## src/rtl/serial_subtractor_ctrl.sv

```systemverilog
// Bit-serial subtractor controller: computes diff = a - b - bin one bit per clock, LSB first,
// through a single full-subtractor cell whose borrow-out is registered and fed back.
module serial_subtractor_ctrl #(
    parameter int unsigned WIDTH = 8
) (
    input  logic             clk,
    input  logic             rst_n,
    input  logic             start,
    input  logic [WIDTH-1:0] a,
    input  logic [WIDTH-1:0] b,
    input  logic             bin,
    output logic             busy,
    output logic             done,
    output logic [WIDTH-1:0] diff,
    output logic             bout
);

    localparam int unsigned CntW = (WIDTH > 1) ? $clog2(WIDTH) : 1;
    localparam logic [CntW-1:0] CntLast = CntW'(WIDTH - 1);

    typedef enum logic [1:0] {StIdle, StShift, StDone} state_e;

    state_e           state_q, state_d;
    logic [WIDTH-1:0] a_sh_q, a_sh_d;
    logic [WIDTH-1:0] b_sh_q, b_sh_d;
    logic [WIDTH-1:0] diff_q, diff_d;
    logic [CntW-1:0]  cnt_q, cnt_d;
    logic             brw_q, brw_d;
    logic             bout_q, bout_d;

    // Shared full-subtractor cell
    logic d_bit, b_bit;
    always_comb begin
        d_bit = a_sh_q[0] ^ b_sh_q[0] ^ brw_q;
        b_bit = (~a_sh_q[0] & b_sh_q[0]) | (~(a_sh_q[0] ^ b_sh_q[0]) & brw_q);
    end

    always_comb begin
        state_d = state_q;
        a_sh_d  = a_sh_q;
        b_sh_d  = b_sh_q;
        diff_d  = diff_q;
        cnt_d   = cnt_q;
        brw_d   = brw_q;
        bout_d  = bout_q;
        case (state_q)
            StIdle: begin
                if (start) begin
                    state_d = StShift;
                    a_sh_d  = a;
                    b_sh_d  = b;
                    brw_d   = bin;
                    cnt_d   = '0;
                    diff_d  = '0;
                    bout_d  = 1'b0;
                end
            end
            StShift: begin
                diff_d = {d_bit, diff_q[WIDTH-1:1]};
                a_sh_d = a_sh_q >> 1;
                b_sh_d = b_sh_q >> 1;
                brw_d  = b_bit;
                cnt_d  = cnt_q + 1'b1;
                if (cnt_q == CntLast) begin
                    state_d = StDone;
                    bout_d  = b_bit;
                end
            end
            StDone:  state_d = StIdle;
            default: state_d = StIdle;
        endcase
    end

    always_ff @(posedge clk) begin
        if (!rst_n) begin
            state_q <= StIdle;
            a_sh_q  <= '0;
            b_sh_q  <= '0;
            diff_q  <= '0;
            cnt_q   <= '0;
            brw_q   <= 1'b0;
            bout_q  <= 1'b0;
        end else begin
            state_q <= state_d;
            a_sh_q  <= a_sh_d;
            b_sh_q  <= b_sh_d;
            diff_q  <= diff_d;
            cnt_q   <= cnt_d;
            brw_q   <= brw_d;
            bout_q  <= bout_d;
        end
    end

    assign busy = (state_q == StShift);
    assign done = (state_q == StDone);
    assign diff = diff_q;
    assign bout = bout_q;

endmodule
```

## config.mk

```make
export PLATFORM = sky130hd
export DESIGN_NAME = serial_subtractor_ctrl
export DESIGN_NICKNAME = d
export VERILOG_FILES = /design/src/rtl/serial_subtractor_ctrl.sv
export SDC_FILE = /design/constraint.sdc
export NUM_CORES = 1
export LEC_CHECK = 0
export ABC_CLOCK_PERIOD_IN_PS = 1940
export CAP_MARGIN = 20
export CORE_UTILIZATION = 47
export CTS_BUF_LIST = sky130_fd_sc_hd__clkbuf_8
export CTS_CLUSTER_DIAMETER = 100
export DETAILED_ROUTE_END_ITERATION = 7
export PLACE_DENSITY_LB_ADDON = 0.1
export SLEW_MARGIN = 20
export SYNTH_ARGS = -nofsm -noshare
export SYNTH_HDL_FRONTEND = slang
export SYNTH_SLANG_ARGS = --single-unit
```

## constraint.sdc

```tcl
create_clock -name clk -period 1.94 [get_ports clk]
set_clock_uncertainty 0.05 [all_clocks]
set_input_delay 0.388 -clock clk [delete_from_list [all_inputs] [get_ports clk]]
set_output_delay 0.388 -clock clk [all_outputs]
set_load 0.02 [all_outputs]
```

==> summary.md, run 1 <==
| Metric | Value |
|---|---|
| Final instance area | `1730 sq um` |
| Min-delay worst type | `flip-flop to flip-flop` |
| Root buffer cell | `clkbuf_8` |
| Num CTS Buffers | `5` |
| Clock Latency Late Sink | `0.28 ns` |
| Min-delay src | `b_sh_q[7]$_SDFFE_PN0P_` |
| Worst Path Required | `approximately 1.5 ns` |
| Core Box Area | `2570 sq um` |
| Final Non-Filler Cells | `197` |
| Outcome | `completed` |
| Via count | `1071` |
| Die Width | `between 50 and 60 um` |
| R2r worst-path depth | `3` |
| H-tree Lvls | `2` |
| Largest net degree at the start of global routing | `32` |
| Fin nets | `between 150 and 200` |
| Hold path depth | `2` |
| CP peak stage delay | `0.61 ns` |
| Most frequent cells in the layout | `29 x dfxtp_1, 29 x clkdlybuf4s50_1, 27 x nor2_1` |
| Post-synth cell types | `24` |
| Crit end category | `output port` |
| Worst-Margin Slew | `~0.79 ns` |
| R2R Path Start | `state_q[0]$_SDFFE_PN0P_` |
| DRC violations left | `0` |
| Routed WL | `2.63 mm` |
| Final worst slack | `roughly 0.076 ns` |
| Setup Buffers After CTS | `0` |
| Crit path time final | `roughly 1.9 ns` |
| Total grt overflow | `0` |
| DR WL/cell | `13.3 um` |
| Reg clk slew, reported paths | `around 0.06 ns` |
| Final Slew Violations | `0` |
| Hold Slack | `about 0.43 ns` |
| Max clock buf depth | `2` |
| Crit Path Category | `flip-flop to output port` |
| Yosys top cell area share | `47.0%` |
| CP startpoint | `state_q[1]$_SDFFE_PN0P_` |
| Mapped Cells | `about 130` |
| Mapped Area | `about 1300 sq um` |
| CP cell instances | `nor2b_1 > clkdlybuf4s50_1` |
| Vias in the first global route | `between 900 and 1000` |
| Via/cell ratio | `roughly 5.4` |
| Max-Cap Viols | `0` |
| # rows | `18` |
| Crit path max fanout | `9` |
| ANT nets after route | `0` |
| Global-route wire length before repair | `just over 4 mm` |
| Share of layout cells above drive strength 1 | `under 10%` |
| Placed cells | `around 190` |
| R2R setup slack | `between 0.4 and 0.5 ns` |
| Clk sinks | `31` |
| DR pass1 iterations | `4` |
| Hold Path End | `b_sh_q[7]$_SDFFE_PN0P_` |
| GP Congestion | `just under 0.7` |
| Met1 global-route usage | `21.3%` |
| Setup crit start kind | `flip-flop` |
| YS warnings | `0` |
| Worst slack, placed | `-0.0281 ns` |
| Die Height | `~55 um` |
| Port Buffer Count | `30` |
| Die ar. | `approximately 3000 sq um` |
| Dominant cell type by area after synthesis | `dfxtp_1` |
| Slew HR | `about 47%` |
| Antenna violations before repair | `0` |
| # fillers | `~220` |
| Initial DRC count | `11` |
| P&R area growth vs syn | `31.2%` |
| Grt met3 use | `6.83%` |
| CTS tree | `yes` |
| P_leak | `approximately 0.70 nW` |
| Dpl hpwl | `1.82 mm` |
| # setup viols final | `0` |
| Routing usage on met2 | `between 30% and 40%` |
| Area after DPL | `around 1600 sq um` |
| Worst EP arrival | `between 1 and 1.5 ns` |
| Synth Net Count | `between 150 and 200` |
| Final TNS setup | `0 ns` |
| RR Endpoint | `bout$_SDFFE_PN0P_` |
| Antenna Cells | `0` |
| Slowest cell on crit path | `clkdlybuf4s50_1` |
| Top cells by area, synth | `dfxtp_1 47%, mux2i_1 12%, a211oi_1 9.1%, nor2_1 7.7%, a22oi_1 5.7%` |
| All-Layer GR Usage | `between 20 and 25%` |
| Post-Syn Area per Cell | `around 9.9 sq um` |
| Achievable Freq | `536 MHz` |
| PwrDens | `a little under 800 nW/um^2` |
| Starting Density | `51.5%` |
| Worst vdd ir | `0.700 mV` |
| RSZ-0062 raised after global routing | `false` |
| Sequential area share after synthesis | `47.0%` |
| Hold Buf Count CTS | `0` |
| Fin. Hold Viols | `0` |
| Busiest grt layer | `met2` |
| Seq cells post-synth | `31` |
| Period Utilization, post-route | `96.1%` |
| IO Pins | `31` |
-- synth_stat cells, drive strengths merged --
| cell | number |
|---|---|
| nand4 | 1 |
| o21bai | 1 |
| a211oi | 16 |
| nand2 | 1 |
| a21oi | 3 |
| dfxtp | 31 |
| and3 | 1 |
| ha | 2 |
| inv | 5 |
| nor3 | 1 |
| o21ai | 3 |
| nor2b | 2 |
| mux2i | 16 |
| buf | 8 |
| nand4bb | 2 |
| fa | 1 |
| clkbuf | 2 |
| nor2 | 27 |
| a22oi | 10 |
| o21ba | 1 |
-- metrics by stage --
| stage | total power [mW] | utilization [%] |
|---|---|---|
| after floorplan | 0.833 | - |
| after global placement | 0.901 | 64.2 |
| after detailed placement | 0.910 | 64.2 |
| after CTS | 1.37 | 67.4 |
| after global routing | 1.43 | 67.5 |
| final | 1.36 | 67.5 |
-- state kept, by name, indices dropped and copies added, names as in the netlist --
signal	cells
brw_q	1
state_q	2
cnt_q	3
b_sh_q	8
diff	8
bout	1
a_sh_q	8
-- how the worst max path moves through the flow --
stage	to	depth (start not counted)
3_3_place_gp	diff[1]$_SDFFE_PN0P_	4
4_1_cts	busy	2
6_report	done	2
3_5_place_dp	bout$_SDFFE_PN0P_	4
5_1_grt	done	2
2_1_floorplan	done	3
-- power breakdown --
group,switching [mW],internal [mW]
Sequential,0.0216,0.674
Clock,0.225,0.240
Combinational,0.0924,0.106
Total,0.339,1.02
-- worst max-delay path, delay by kind of cell (launching register included) --
| kind | cells | cell delay [ns] |
|---|---|---|
| buffers and inverters | 1 | 0.61 |
| DFF | 1 | 0.40 |
| and+or+nand+nor | 1 | 0.14 |
-- repair_timing --
| item | in CTS | in global routing |
|---|---|---|
| gates resized for setup | 2 | 1 |
| setup endpoints to repair | 2 | 1 |
| pin swaps | 0 | 0 |
-- per-layer routing --
| layer | routed length [um] | part of all wire [%] | vias up |
|---|---|---|---|
| li1 | - | - | 549 |
| met1 | 1170 | 44 | 495 |
| met2 | 1290 | 49 | 19 |
| met3 | 107 | 4.1 | 8 |
| met4 | 56 | 2.1 | 0 |
| met5 | 0 | 0 | - |
-- kinds of logic (layout without fill, tap and decap cells) --
| logic type | count (synthesis) | count (layout) | share of synthesized area [%] |
|---|---|---|---|
| AOI/OAI and AO/OA | 34 | 34 | 18.4 |
| DFF | 31 | 31 | 47.0 |
| muxes | 16 | 16 | 12.1 |
| adders and majority gates | 3 | 3 | 3.41 |
| and+or+nand+nor | 35 | 35 | 12.1 |
| buffers and inverters | 15 | 48 | 7.01 |
-- final cells by class --
class,instances,area [sq um],share of cell area [%]
Inverter,5,18.8,1.08
Sequential cell,31,623,35.9
Multi-Input combinational cell,88,608,35.1
Timing Repair Buffer,35,365,21.1
Clock buffer,5,68.8,3.97
Clock inverter,3,12.5,0.722
Tap cell,30,37.5,2.16
Power figures use the tool's default switching activity.
==> run 2, diff against run 1 <==
--- a/config.mk
+++ b/config.mk
@@ -12,6 +12,7 @@
 export CTS_CLUSTER_DIAMETER = 100
 export DETAILED_ROUTE_END_ITERATION = 7
 export PLACE_DENSITY_LB_ADDON = 0.1
+export SETUP_SLACK_MARGIN = 0.4
 export SLEW_MARGIN = 20
 export SYNTH_ARGS = -nofsm -noshare
 export SYNTH_HDL_FRONTEND = slang
==> run 2 against run 1 <==
Effect of this change: first-iteration DRC count down 18%; clock-buffer cell count unchanged; routed wire length up 7.1%; non-clock buffer count up 1; largest cell class is now multi-input combinational cells.
==> summary.md, run 2 (same netlist as run 1, synthesis figures left out) <==
| Metric | Value |
|---|---|
| Outcome | `completed` |
| Via count | `between 1000 and 1500` |
| Commonest non-fill, non-tap cell in the layout | `dfxtp_1` |
| Crit path max fanout | `7` |
| Fin nets | `190` |
| # rows | `18` |
| CTS tree | `yes` |
| Antenna violations before repair | `0` |
| Period Utilization, post-route | `approximately 77%` |
| Largest net degree at the start of global routing | `32` |
| Max clock buf depth | `2` |
| Clock Latency Late Sink | `around 0.28 ns` |
| GP Congestion | `0.695` |
| Area after DPL | `1650 sq um` |
| All-Layer GR Usage | `20.2%` |
| Fin. Hold Viols | `0` |
| ANT nets after route | `0` |
| Total grt overflow | `0` |
| Placed cells | `about 190` |
| RSZ-0062 raised after global routing | `true` |
| Die Width | `55.0 um` |
| Global-route wire length before repair | `between 4 and 5 mm` |
| Hold Slack | `about 0.43 ns` |
| Die Height | `55.0 um` |
| Worst vdd ir | `~0.73 mV` |
| Met1 global-route usage | `between 20% and 30%` |
| Setup Buffers After CTS | `0` |
| P&R area growth vs syn | `34.2%` |
| Initial DRC count | `9` |
| Starting Density | `51.5%` |
| Routed WL | `2.81 mm` |
| Utilization after layout | `approximately 70%` |
| Worst slack, placed | `-0.0281 ns` |
| Final worst slack | `around 0.44 ns` |
| Most frequent cells in the layout | `29 x dfxtp_1, 27 x nor2_1, 19 x clkdlybuf4s50_1` |
| Num CTS Buffers | `5` |
| DRC violations left | `0` |
| Grt met3 use | `under 10%` |
| Port Buffer Count | `30` |
| Reg clk slew, reported paths | `~0.06 ns` |
| Slew HR | `a little over two thirds` |
| Max-Cap Viols | `0` |
| Final Non-Filler Cells | `between 150 and 200` |
| Antenna Cells | `0` |
| Routing usage on met2 | `between 30% and 40%` |
| Worst EP arrival | `between 1 and 1.5 ns` |
| Hold Buf Count CTS | `0` |
| P_leak | `roughly 0.76 nW` |
| Min-delay worst type | `flip-flop to flip-flop` |
| Achievable Freq | `between 600 and 700 MHz` |
| H-tree Lvls | `2` |
| Worst Path Required | `around 1.5 ns` |
| Crit path time final | `about 1.5 ns` |
| # setup viols final | `0` |
| DR pass1 iterations | `4` |
| DR WL/cell | `about 14 um` |
| Root buffer cell | `clkbuf_8` |
| Final instance area | `1770 sq um` |
| Setup crit start kind | `flip-flop` |
| Via/cell ratio | `around 5.5` |
| Dpl hpwl | `1.82 mm` |
| Crit end category | `output port` |
| Crit Path Category | `flip-flop to output port` |
| Worst-Margin Slew | `approximately 0.45 ns` |
| PwrDens | `around 800 nW/um^2` |
| Core Box Area | `2570 sq um` |
| Clk sinks | `31` |
| Final Slew Violations | `0` |
| Die ar. | `between 3000 and 4000 sq um` |
| IO Pins | `31` |
| Vias in the first global route | `between 900 and 1000` |
| Share of layout cells above drive strength 1 | `between 10 and 15%` |
| Busiest grt layer | `met2` |
[run 2: cell types whose count changed in the layout (fill, tap and decap cells not counted), moves of 5 or more]
| cell | before | now |
|---|---|---|
| a211oi_2 | 0 | 5 |
| a211oi_1 | 16 | 11 |
| dlygate4sd2_1 | 0 | 9 |
| clkdlybuf4s50_1 | 29 | 19 |
[run 2: critical path, stage by stage (launching register included)]
cell and delay [ns]:
dfxtp_2 0.42, nor2b_2 0.18, clkbuf_2 0.18
[run 2: final timing paths]
path,startpoint,end,slack (ns),depth (start not counted)
min reg2reg,b_sh_q[7]$_SDFFE_PN0P_,b_sh_q[7]$_SDFFE_PN0P_,0.43,2
max reg2reg,b_sh_q[0]$_SDFFE_PN0P_,brw_q$_SDFFE_PN0P_,0.65,5
min,b_sh_q[7]$_SDFFE_PN0P_,b_sh_q[7]$_SDFFE_PN0P_,0.43,2
max,state_q[0]$_SDFFE_PN0P_,busy,0.44,2
[run 2: area by class of cell]
type	count	area, sq um
clock buffer	5	68.8
multi-input combinational	88	643
timing repair buffer	36	367
fill	219	795
inverter	5	18.8
clock inverter	3	12.5
tap	30	37.5
sequential	31	626
[run 2: per-layer routing]
layer  vias to the layer above  part of all wire [%]  wire length, um
met4                         0                   2.3               64
met1                       508                    44             1230
met2                        21                    50             1410
li1                        545                     -                -
met3                        10                   4.0              113
met5                         -                     0                0
[run 2: repair_timing]
item,4_1_cts,5_1_grt
gates cloned,0,1
pin swaps,0,0
endpoints found under the hold margin,0,0
gates resized for setup,15,11
setup endpoints to repair,18,18
[run 2: through the flow]
| step | setup TNS [ns] | total power, mW |
|---|---|---|
| finish | 0 | 1.38 |
| global route | 0 | 1.44 |
| CTS | 0 | 1.37 |
| detailed placement | -0.0281 | 0.910 |
| global placement | 0 | 0.901 |
| floorplan | 0 | 0.833 |
[run 2: where the power goes]
part / switching (mW) / internal (mW) / total (mW)
registers: 0.0223 / 0.673 / 0.695
logic: 0.102 / 0.114 / 0.217
clock network: 0.229 / 0.240 / 0.469
total: 0.353 / 1.03 / 1.38
==> run 3, diff against run 2 <==
--- a/config.mk
+++ b/config.mk
@@ -5,9 +5,9 @@
 export SDC_FILE = /design/constraint.sdc
 export NUM_CORES = 1
 export LEC_CHECK = 0
-export ABC_CLOCK_PERIOD_IN_PS = 1940
+export ABC_CLOCK_PERIOD_IN_PS = 1300
 export CAP_MARGIN = 20
-export CORE_UTILIZATION = 47
+export CORE_UTILIZATION = 46
 export CTS_BUF_LIST = sky130_fd_sc_hd__clkbuf_8
 export CTS_CLUSTER_DIAMETER = 100
 export DETAILED_ROUTE_END_ITERATION = 7
==> constraint.sdc (replaced) <==
create_clock -name clk -period 1.3 [get_ports clk]
set_clock_uncertainty 0.05 [all_clocks]
set_input_delay 0.26 -clock clk [delete_from_list [all_inputs] [get_ports clk]]
set_output_delay 0.26 -clock clk [all_outputs]
set_load 0.02 [all_outputs]
==> run 3 against run 2 <==
Effect of this change: the run now ends with negative setup slack left; routed wire length up 23%; critical path type is now flip-flop to flip-flop; die area increased by 2.1%; critical path depth grew 3; largest power group unchanged; non-clock buffer count up 19; via count up 11%; highest routed layer unchanged; global-route usage up 2.6 points; sequential share of layout area fell by 6.5 points.
==> summary.md, run 3 (same netlist as run 1, synthesis figures left out) <==
| Metric | Value |
|---|---|
| Outcome | `finished, violations left` |
| Failing checks | `negative setup slack` |
| Max clock buf depth | `2` |
| Worst vdd ir | `roughly 1.1 mV` |
| CTS tree | `yes` |
| Clock Latency Late Sink | `between 0.2 and 0.3 ns` |
| ANT nets after route | `0` |
| Met2 wire len | `about 1.9 mm` |
| Met1 wire length | `roughly 1.4 mm` |
| Clk sinks | `31` |
| Fin. Hold Viols | `0` |
| Final worst slack | `-0.0376 ns` |
| # setup viols final | `1` |
| Worst-Margin Slew | `~0.25 ns` |
| Fin nets | `roughly 210` |
| DRC violations left | `0` |
| Achievable Freq | `approximately 750 MHz` |
| P_leak | `0.872 nW` |
| RSZ-0062 raised after global routing | `true` |
| Worst EP arrival | `1.47 ns` |
| Crit end category | `flip-flop` |
| Global-route wire length before repair | `between 5 and 6 mm` |
| Root buffer cell | `clkbuf_8` |
| Starting Density | `48.3%` |
| Die Height | `about 56 um` |
| Via count | `1200` |
| Die Width | `55.6 um` |
| Crit path max fanout | `15` |
| # fillers | `160` |
| Period Utilization, post-route | `103%` |
| DR WL/cell | `roughly 16 um` |
| Initial DRC count | `38` |
| Highest Signal Layer | `met4` |
| Min-delay worst type | `flip-flop to flip-flop` |
| Share of layout cells above drive strength 1 | `59.1%` |
| Worst Path Required | `about 1.4 ns` |
| Via/cell ratio | `approximately 5.5` |
| # rows | `19` |
| PwrDens | `just over 1000 nW/um^2` |
| Routed WL | `~3.5 mm` |
| Setup crit start kind | `flip-flop` |
| Tot Pwr | `2.29 mW` |
| All-Layer GR Usage | `roughly 23%` |
| Largest net degree at the start of global routing | `20` |
| Core Box Area | `2730 sq um` |
| Crit path time final | `about 1.3 ns` |
| Dpl hpwl | `about 1.9 mm` |
| P&R area growth vs syn | `70.4%` |
| Met3 routed WL | `about 140 um` |
| H-tree Lvls | `2` |
| Num CTS Buffers | `5` |
| Die ar. | `between 3000 and 4000 sq um` |
| Port Buffer Count | `30` |
| Total grt overflow | `0` |
| Worst slack, placed | `-0.261 ns` |
| Most frequent cells in the layout | `18 x clkdlybuf4s50_1, 16 x mux2i_1, 16 x buf_4` |
| R2R setup slack | `-0.04 ns` |
| GP Congestion | `roughly 0.75` |
| Vias in the first global route | `1234` |
| Antenna Cells | `0` |
| Max-Cap Viols | `0` |
| Antenna violations before repair | `0` |
| Slew HR | `between 80 and 90%` |
| Commonest non-fill, non-tap cell in the layout | `clkdlybuf4s50_1` |
| DR pass1 iterations | `4` |
| Crit Path Category | `flip-flop to flip-flop` |
| Hold Slack | `roughly 0.43 ns` |
| Reg clk slew, reported paths | `~0.07 ns` |
| Hold Buf Count CTS | `0` |
| Final Slew Violations | `0` |
| IO Pins | `31` |
[run 3: cell types whose count changed in the layout (fill, tap and decap cells not counted), sizes merged]
cell	change
buf	+30
clkbuf	-1
clkdlybuf4s50	-1
dlygate4sd2	-8
inv	-2
[run 3: report_power, final]
part           total [mW]  internal [mW]  switching (mW)
logic               0.471          0.257           0.214
registers            1.05           1.01          0.0491
clock network       0.767          0.415           0.352
[run 3: path summary, 6_finish.rpt]
kind	startpoint	end	cells after the start
min	a_sh_q[7]$_SDFFE_PN0P_	a_sh_q[7]$_SDFFE_PN0P_	2
max	state_q[1]$_SDFFE_PN0P_	brw_q$_SDFFE_PN0P_	5
min reg2reg	a_sh_q[7]$_SDFFE_PN0P_	a_sh_q[7]$_SDFFE_PN0P_	2
max reg2reg	state_q[1]$_SDFFE_PN0P_	brw_q$_SDFFE_PN0P_	5
[run 3: repair_timing]
action / 4_1_cts / 5_1_grt
cloned: 2 / 0
endpoints found under the setup margin: 42 / 42
pin swaps: 5 / 10
setup buffers: 6 / 4
resized for setup: 102 / 38
[run 3: layout make-up]
| type | instances | area, sq um | area share, % |
|---|---|---|---|
| inverter | 5 | 21.3 | 0.945 |
| timing repair buffer | 55 | 594 | 26.4 |
| clock inverter | 1 | 5.00 | 0.222 |
| sequential | 31 | 648 | 28.8 |
| clock buffer | 6 | 82.6 | 3.67 |
| multi-input combinational | 88 | 861 | 38.2 |
| tap | 31 | 38.8 | 1.72 |
[run 3: stage by stage]
step / util, % / cell area [sq um] / cells / TNS, ns
2_1_floorplan: - / 1410 / 134 / 0
3_3_place_gp: 65.4 / 1790 / 198 / -4.41
3_5_place_dp: 65.4 / 1790 / 198 / -5.05
4_1_cts: 76.1 / 2080 / 213 / 0
5_1_grt: 82.3 / 2250 / 217 / -0.0866
6_report: 82.3 / 2250 / 217 / -0.0376
[run 3: critical path, cell delays in order (launching register included)]
cell,delay (ns)
dfxtp_4,0.37
buf_6,0.12
o21ba_4,0.24
buf_12,0.17
nor2_2,0.06
a211oi_2,0.23
[run 3: routing by layer]
layer,global-route usage (%),vias to the layer above
met2,41.5,23
met4,10.7,0
met1,23.9,592
met3,6.51,5
li1,-,580
met5,0,-
